## config.mk

```make
export PLATFORM = sky130hd
export DESIGN_NAME = rx_frame_arbiter
export DESIGN_NICKNAME = d
export VERILOG_FILES = /design/src/rtl/rx_frame_arbiter.sv
export SDC_FILE = /design/constraint.sdc
export NUM_CORES = 1
export LEC_CHECK = 0
export BUFFER_PORTS_ARGS = -buffer_cell sky130_fd_sc_hd__buf_4
export CORE_MARGIN = 4
export CORE_UTILIZATION = 52
export DETAILED_ROUTE_END_ITERATION = 8
export GPL_TIMING_DRIVEN = 0
export PLACE_DENSITY = 0.79
export SKIP_CTS_REPAIR_TIMING = 1
export SLEW_MARGIN = 0
export SYNTH_ARGS = -nofsm -noshare
export SYNTH_HDL_FRONTEND = slang
export SYNTH_SLANG_ARGS = --single-unit
```

## constraint.sdc

```tcl
create_clock -name clk -period 3.5 [get_ports clk]
set_clock_uncertainty 0.2 [all_clocks]
set_input_delay 0.175 -clock clk [delete_from_list [all_inputs] [get_ports clk]]
set_output_delay 0.175 -clock clk [all_outputs]
set_load 0.05 [all_outputs]
```

## src/rtl/rx_frame_arbiter.sv

```systemverilog
// Frame-granular round-robin arbiter: merges up to four AHIR receive pipes onto one output pipe,
// holding a grant until the frame's last word and aborting a stalled source with a marker word.
module rx_frame_arbiter #(
  parameter int NUM_REQ = 2,
  parameter int W       = 37,
  parameter int TIMEOUT = 1024,
  parameter int T_S     = 11
) (
  input  logic                 clk,
  input  logic                 resetn,
  input  logic [NUM_REQ*W-1:0] in_data,
  input  logic [NUM_REQ-1:0]   in_req,
  output logic [NUM_REQ-1:0]   in_ack,
  output logic [W-1:0]         out_data,
  output logic                 out_req,
  input  logic                 out_ack,
  output logic [15:0]          frame_count,
  output logic [15:0]          abort_count
);

  localparam int GW = $clog2(NUM_REQ);
  // Bad-packet marker: last=1, data=1, keep=0.
  localparam logic [W-1:0] ABORT_WORD = (W'(1) << (W - 1)) | (W'(1) << 4);

  typedef enum logic {IDLE = 1'b0, LOCKED = 1'b1} state_t;

  state_t         state;
  state_t         state_nxt;
  logic [GW-1:0]  grant;
  logic [GW-1:0]  last_grant;
  logic [GW-1:0]  winner;
  logic [GW-1:0]  cand;
  logic           found;
  logic [T_S-1:0] timer;
  logic           buf_valid;
  logic [W-1:0]   buf_word;
  logic [W-1:0]   sel_word;
  logic           sel_req;
  logic           can_load;
  logic           abort_now;
  logic           abort_load;
  logic           accept;

  // Round-robin scan starting just after the previous owner.
  always_comb begin
    winner = last_grant;
    found  = 1'b0;
    cand   = '0;
    for (int k = 1; k <= NUM_REQ; k++) begin
      cand = GW'((int'(last_grant) + k) % NUM_REQ);
      if (!found && in_req[cand]) begin
        winner = cand;
        found  = 1'b1;
      end
    end
  end

  always_comb begin
    sel_word = '0;
    sel_req  = 1'b0;
    for (int i = 0; i < NUM_REQ; i++) begin
      if (grant == GW'(i)) begin
        sel_word = in_data[i*W +: W];
        sel_req  = in_req[i];
      end
    end
  end

  assign can_load   = !buf_valid || out_ack;
  assign abort_now  = (state == LOCKED) && (timer == T_S'(TIMEOUT));
  assign abort_load = abort_now && can_load;
  assign accept     = (state == LOCKED) && !abort_now && sel_req && can_load;

  always_ff @(posedge clk or negedge resetn) begin
    if (!resetn) begin
      state <= IDLE;
    end else begin
      state <= state_nxt;
    end
  end

  always_comb begin
    state_nxt = state;
    case (state)
      IDLE:    if (|in_req) state_nxt = LOCKED;
      LOCKED:  if ((accept && sel_word[W-1]) || abort_load) state_nxt = IDLE;
      default: state_nxt = IDLE;
    endcase
  end

  always_comb begin
    in_ack = '0;
    for (int i = 0; i < NUM_REQ; i++) begin
      if (grant == GW'(i)) in_ack[i] = accept;
    end
  end

  // Grant bookkeeping, idle timer and statistics counters.
  always_ff @(posedge clk or negedge resetn) begin
    if (!resetn) begin
      grant       <= '0;
      last_grant  <= GW'(NUM_REQ - 1);
      timer       <= '0;
      frame_count <= '0;
      abort_count <= '0;
    end else if (state == IDLE) begin
      if (|in_req) grant <= winner;
      timer <= '0;
    end else if (accept) begin
      timer <= '0;
      if (sel_word[W-1]) begin
        last_grant  <= grant;
        frame_count <= frame_count + 16'd1;
      end
    end else if (abort_load) begin
      timer       <= '0;
      last_grant  <= grant;
      frame_count <= frame_count + 16'd1;
      abort_count <= abort_count + 16'd1;
    end else if (!sel_req && (timer != T_S'(TIMEOUT))) begin
      timer <= timer + T_S'(1);
    end
  end

  // Single-entry output buffer; load and drain may coincide for full throughput.
  always_ff @(posedge clk or negedge resetn) begin
    if (!resetn) begin
      buf_valid <= 1'b0;
      buf_word  <= '0;
    end else if (accept) begin
      buf_valid <= 1'b1;
      buf_word  <= sel_word;
    end else if (abort_load) begin
      buf_valid <= 1'b1;
      buf_word  <= ABORT_WORD;
    end else if (out_ack) begin
      buf_valid <= 1'b0;
    end
  end

  assign out_req  = buf_valid;
  assign out_data = buf_word;

endmodule
```

After elaboration in Yosys (flattened, before gate mapping). Cells that the tools add are included.

Equal/unequal tests: 4. $lt $le $gt $ge: 2. Reductions and logical operators: 20. Shift operators: 0. Div/mod/pow operators: 0. Multiplexer cells: 29. Add/subtract/negate cells: 5. Multipliers: 0. Bitwise gates (word level): 2.

Operators with widths (number): 37-bit 2-to-1 mux (3); 16-bit 2-to-1 mux (3); 11-bit 2-to-1 mux (4); 16-bit by 1-bit adder with 16-bit output, second input constant (2); 1-bit 2-to-1 mux (18); 11-bit by 1-bit adder with 11-bit output, second input constant (1); 11-bit equality test, second input constant (1); 11-bit != test, second input constant (1); 1-bit logical AND (8); 3-bit AND reduction (2); 1-bit logical NOT (4); 1-bit by 2-bit < comparator with 1-bit output, second input constant (2); 4-bit by 1-bit != test with 1-bit output, second input constant (1); 3-bit nonzero test (1); 1-bit adder, second input constant (2); 1-bit logical OR (2); 2-bit != test, second input constant (1); 1-bit NOT (2); 1-bit one-hot mux with 2 select lines (1); 2-bit AND reduction (1); 2-bit nonzero test (1); 2-bit OR reduction (1).

Memories kept: 0. Memory bits (read-only): 0. Flip-flop bits (word level): 84. Logic and storage cells: 70. Latch bits: 0. Bits of input ports: 79. RAM bits: 0.

Longest topological paths before layout. Gate-level depths: netlist of run 1.

Depth after elaboration: 10. Depth in mapped cells: 8.

Worst setup path after synthesis of run 1. Ideal clock, no wire load.

Path type: register to output. Start: register timer[0]. End: output in_ack[0]. Buffers on the path: 2. Data arrival time: 2.268 ns. Required time: 3.125 ns. Path slack: 0.857 ns. Cell stages (with the launch flop): 9. Cells stage by stage: dfrtp_1 -> inv_1 -> ha_1 -> or4b_4 -> nor3_2 -> or3_1 -> buf_2 -> buf_2 -> nor2_1.

Cells in the longest elaborated chain, start to end: 7.

Ends and longest elaborated chain: from (decl) (line 34) `logic [T_S-1:0] timer;`; from (signal assigned) (line 121) `timer <= timer + T_S'(1);`; 11-bit equality test (line 70) `assign abort_now = (state == LOCKED) && (timer == T_S'(TIMEOUT));`; 1-bit logical AND (line 70); 1-bit logical NOT (line 72) `assign accept = (state == LOCKED) && !abort_now && sel_req && can_load;`; 1-bit logical AND (3 in a row) (line 72); 1-bit 2-to-1 mux (line 94) `if (grant == GW'(i)) in_ack[i] = accept;`; to (decl) (line 13) `output logic [NUM_REQ-1:0] in_ack,`.

Every way passes these cells.

Worst setup path in the final report of run 1.
Start: register timer[0]. End: output in_ack[1].

The elaborated chain is that of the path after synthesis.

==> summary.txt, run 1 <==
Status
  • Outcome: completed

Clock tree
  • Worst-Skew Late Latency: 0.35 ns
  • Root Driver: clkbuf_8
  • CTS tree: done
  • Total CTS buffers: 9
  • Clock transition at the registers of the reported paths: 0.09 ns
  • Sink Count: 84
  • H-tree Lvls: 3
  • Max clock buf depth: 2

Place
  • Dpl ws: 0.608 ns
  • Port Buffers: 150
  • Placer Congestion: 0.814
  • Dpl cells: 622
  • Area after DPL: 0.00547 mm2
  • Post-DP HPWL: 8.30 mm

Timing
  • Setup tns final: 0 ns
  • Fin. Hold Viols: 0
  • Fin crit period: 3.37 ns
  • Period utilization: 96.2%
  • Final setup fails: 0
  • Slew Viols, Final: 0
  • Least-Margin Pin Slew: 1.07 ns
  • WHS: 0.00954 ns
  • Slew margin rel.: 28.4%
  • Setup WS post-layout: 0.134 ns
  • Fmax achieved: 297 MHz

Power and ir drop
  • Power Dens Cells: 792 mW/mm2
  • VDD IR max: 569 uV
  • P_leak: 2.89 nW
  • Total power: 5.12 mW

Floorplanning
  • Die area: 0.00961 mm2
  • DIE WIDTH: 98.0 um
  • Core Area: 0.00781 mm2
  • Initial Util: 54.0%
  • Boundary Pins: 151
  • Row count: 32
  • Die height: 98.0 um

Job
  • # Max-Cap Violations: 0

Yosys
  • Adder-cell share of the synthesized area: 1.19%
  • Top-count cell post-synth: dfrtp_1
  • Simple-gate share of the synthesized area: 14.3%
  • Top_reg_cell synth: dfrtp_1
  • Post-synthesis async set-or-reset flop share: 100%
  • Yosys top cell by area: dfrtp_1
  • Mux share of post-synthesis cell area: 9.88%
  • Area fraction in compound gates after synthesis: 14.9%
  • Post-synthesis sequential area ratio: 49.9%
  • Post-Syn Nets: 453
  • Ys Warns: 0
  • Avg Inst Size Synth: 11.4 um2
  • #FFs+latches synth: 84
  • XOR/XNOR Fraction of Synth Area: 6.23%
  • Post-Syn Area: 0.00422 mm2
  • Post-synth top cells: dfrtp_1 (83), mux2i_1 (36), o2bb2ai_1 (35)
  • Share of the synthesized area in the top cell type: 49.3%
  • Post-synth EDFFs: 0
  • Largest family of logic cells by synthesized area: compound AO/OA/AOI/OAI gates
  • Netlist cell types: 52
  • Top cells by area, synth: dfrtp_1 (49%), mux2i_1 (8.5%), o2bb2ai_1 (7.3%)
  • Gate Count Post-Synth: 370

Critical path
  • Setup CP Type: flip-flop to output port
  • Worst-path maximum fanout: 10
  • Worst setup EP type: output port
  • Critical Path RT: 3.12 ns
  • Crit path DAT: 2.99 ns
  • CP startpoint kind: flip-flop

Route
  • Drt drc: 0
  • Vias/cell: 5.92
  • Routed Antenna Nets: 0
  • Initial DRC Count: 238
  • Drt pass-1 iters: 5
  • WL per Instance: 20.6 um
  • Vias: 4217
  • Post-Route WL: 14.6 mm

Finish
  • Area Growth Syn to Fin: 53.4%
  • Final std cell area, no fill: 0.00647 mm2
  • Non-filler cells in the finished layout: 712
  • Final Core Density: 82.8%
  • Fraction of layout cells with a size suffix above 1: 32.6%
  • N_diodes: 0
  • Post-layout net count: 688

Global route
  • Largest net degree at the start of global routing: 85
  • Grt total ovfl: 0
  • Vias in the first global route: 3669
  • Total track usage: 23.5%
  • First-pass GRT wire length: 18.3 mm
  • Initial antenna violation count: 0

Worst hold path
  • Worst min-delay path class: input port to flip-flop
-- sequential cells by signal (all words and copies together) (netlist names) --
register and count:
timer 11, state 1, frame_count 16, grant 1, out_data 37, abort_count 16, last_grant 1, out_req 1
-- worst paths after layout --
| kind | start | slack [ns] | end | depth (start not counted) |
|---|---|---|---|---|
| hold reg to reg | frame_count[15] | 0.27 | frame_count[15] | 1 |
| setup reg to reg | timer[0] | 0.44 | state | 7 |
| max in group asynchronous | resetn | 2.05 | out_data[0] | 2 |
| hold / removal | in_data[41] | 0.01 | out_data[4] | 3 |
| min in group asynchronous | resetn | 0.34 | frame_count[13] | 2 |
| setup / recovery | timer[0] | 0.13 | in_ack[1] | 9 |
-- per-layer routing --
layer	global-route usage [%]	share of wire (%)	vias to the layer above	wire, um
li1	-	-	1854	-
met1	32.2	36	2089	5270
met2	38.7	54	222	7840
met3	4.07	5.6	52	817
met4	6.92	4.8	0	703
met5	0	0	-	0
-- report_power, final --
part | internal, mW | switching [mW] | total [mW]
Clock | 0.516 | 0.372 | 0.889
Sequential | 1.25 | 0.218 | 1.47
Combinational | 1.01 | 1.76 | 2.77
-- area by class of cell --
type	instances	area, um2
plain buffers	20	123
clock buffers	11	151
flip-flops and latches	84	2100
well taps	102	128
multi-input cells	258	1960
fillers	427	1340
inverters	8	30.0
repair buffers	224	1870
clock inverters	5	106
-- cell families (layout without fill, tap and decap cells) --
logic type               Yosys count  after routing
multiplexers                      41             41
buffers and inverters             28            268
XOR/XNOR                          30             30
AO/OA/AOI/OAI                     80             80
adder cells (fa/ha/maj)            4              4
AND/OR/NAND/NOR                  103            103
flip-flops                        84             84
-- critical path: stages, from the launching register on --
cell and delay [ns]:
dfrtp_1 0.43, inv_1 0.09, ha_1 0.15, or4b_4 0.50, nor3_2 0.46, or3_1 0.23
buf_2 0.22, buf_2 0.27, nor2_1 0.09, buf_4 0.20
-- cells in the final DEF, fill, tap and decap left out, drive strengths merged, types with 5 or more instances in the layout --
cell type      n
and3           5
inv            9
o21ai         12
o211ai         6
nor2          11
nor3          11
dlygate4sd3   74
nor4           9
buf          161
nand3         18
a21oi          5
o2111ai        9
xnor2         17
mux2i         36
clkbuf        20
xor2          13
o2bb2ai       35
dfrtp         83
nand4          8
mux2           5
nand2         24
Note: power is estimated with default switching activity, not from simulation.
==> inputs of run 2 (changes only) <==
==> constraint.sdc (replaced) <==
create_clock -name clk -period 4.25 [get_ports clk]
set_clock_uncertainty 0.2 [all_clocks]
set_input_delay 0.2125 -clock clk [delete_from_list [all_inputs] [get_ports clk]]
set_output_delay 0.2125 -clock clk [all_outputs]
set_load 0.05 [all_outputs]
==> run 2 against run 1 <==
  * The run now ends with negative hold slack left
  * Combinational power down 21%
  * Total power down 20%
  * Core utilization down 2.8 points
  * Wire length down 9.1%
  * Worst hold slack worse by 0.038 ns
  * Global-route usage unchanged
  * Sequential share of layout area up 1.1 points
  * Sequential power down 19%
  * Critical endpoint is now in_ack[0]
  * Largest cell class unchanged
==> summary.txt, run 2 (same netlist as run 1, synthesis figures left out) <==
Status
  • Outcome: finished, violations left
  • Violations in the final reports: negative hold slack

Route
  • Vias/cell: 5.78
  • Drt drc: 0
  • Drt pass-1 iters: 5
  • Post-Route WL: 13.3 mm
  • Initial DRC Count: 166
  • WL per Instance: 19.3 um
  • Vias: 3987
  • Routed Antenna Nets: 0

Timing
  • Setup tns final: 0 ns
  • WHS: -0.0283 ns
  • Fin. Hold Viols: 8
  • Slew margin rel.: 30.2%
  • Period utilization: 79.4%
  • Final setup fails: 0
  • Setup WS post-layout: 0.877 ns
  • RSZ-0062 raised after global routing: no
  • Fin crit period: 3.37 ns
  • Least-Margin Pin Slew: 1.05 ns
  • Fmax achieved: 296 MHz
  • Slew Viols, Final: 0

Clock tree
  • Max clock buf depth: 2
  • Sink Count: 84
  • Clock transition at the registers of the reported paths: 0.09 ns
  • Total CTS buffers: 9
  • Worst-Skew Late Latency: 0.35 ns
  • H-tree Lvls: 3
  • CTS tree: done
  • Root Driver: clkbuf_8

Critical path
  • Worst setup EP type: output port
  • Crit path DAT: 2.96 ns
  • CP startpoint kind: flip-flop
  • Setup CP Type: flip-flop to output port
  • Critical Path RT: 3.84 ns
  • Worst-path maximum fanout: 10

Finish
  • N_diodes: 0
  • Commonest cells after routing, fill and taps aside: buf_4 (151), dfrtp_1 (83), dlygate4sd3_1 (52)
  • # fillers: 473
  • Area Growth Syn to Fin: 48.2%
  • Max reg flops: 37
  • Final std cell area, no fill: 0.00625 mm2
  • Non-filler cells in the finished layout: 690
  • Fraction of layout cells with a size suffix above 1: 33.8%
  • Leading cell type in the layout, fill and taps excluded: buf_4
  • Post-layout net count: 666
  • Final Core Density: 80.0%

Global route
  • Largest net degree at the start of global routing: 85
  • First-pass GRT wire length: 18.3 mm
  • Vias in the first global route: 3669
  • Total track usage: 23.5%
  • Grt total ovfl: 0
  • Initial antenna violation count: 0

Floorplanning
  • Boundary Pins: 151
  • Initial Util: 54.0%
  • DIE WIDTH: 98.0 um
  • Core Area: 0.00781 mm2
  • Die height: 98.0 um
  • Die area: 0.00961 mm2
  • Row count: 32

Place
  • Placer Congestion: 0.814
  • Dpl ws: 1.32 ns
  • Post-DP HPWL: 8.30 mm
  • Area after DPL: 0.00547 mm2
  • Port Buffers: 150
  • Dpl cells: 622

Power and ir drop
  • Power Dens Cells: 656 mW/mm2
  • P_leak: 2.80 nW
  • VDD IR max: 484 uV

Worst hold path
  • Worst min-delay path class: input port to flip-flop

Job
  • # Max-Cap Violations: 0
-- run 2: final timing paths --
check,endpoint,slack (ns),from,cells past startpoint
max in group asynchronous,out_data[2],2.79,resetn,2
setup / recovery,in_ack[0],0.88,timer[0],9
setup reg to reg,state,1.26,timer[0],7
hold / removal,out_data[18],-0.03,in_data[18],3
min in group asynchronous,frame_count[14],0.37,resetn,2
hold reg to reg,frame_count[15],0.27,frame_count[15],1
-- run 2: per-layer routing --
| metal | vias up | routed length, um | share of wire, % | GRT usage, % |
|---|---|---|---|---|
| met5 | - | 0 | 0 | 0 |
| met4 | 0 | 334 | 2.5 | 6.92 |
| met3 | 26 | 799 | 6.0 | 4.07 |
| met2 | 179 | 7110 | 53 | 38.7 |
| met1 | 1975 | 5060 | 38 | 32.2 |
| li1 | 1807 | - | - | - |
-- run 2: worst max-delay path, stage by stage, from the launching register on --
cell     delay, ns
dfrtp_1       0.43
inv_1         0.09
ha_1          0.15
or4b_4        0.50
nor3_2        0.41
or3_1         0.22
buf_2         0.24
buf_2         0.28
nor2_1        0.08
buf_4         0.23
-- run 2: layout make-up --
type	count	area, um2	area share, %
well taps	102	128	2.04
plain buffers	20	123	1.96
multi-input cells	258	1960	31.4
clock buffers	11	151	2.42
inverters	8	30.0	0.481
clock inverters	5	106	1.70
repair buffers	202	1650	26.4
flip-flops and latches	84	2100	33.7
-- run 2: power breakdown --
group,internal [mW],switching (mW)
registers,1.03,0.166
clock network,0.425,0.299
logic,0.778,1.40
total,2.23,1.87
-- run 2: per-stage QoR --
| stage | total power, mW | hold slack, ns |
|---|---|---|
| after global routing | 4.26 | -0.0110 |
| after CTS | 3.92 | -0.113 |
| after global placement | 3.17 | 0.259 |
| after detailed placement | 3.21 | 0.262 |
| after floorplan | 2.57 | -0.283 |
| final | 4.10 | -0.0283 |
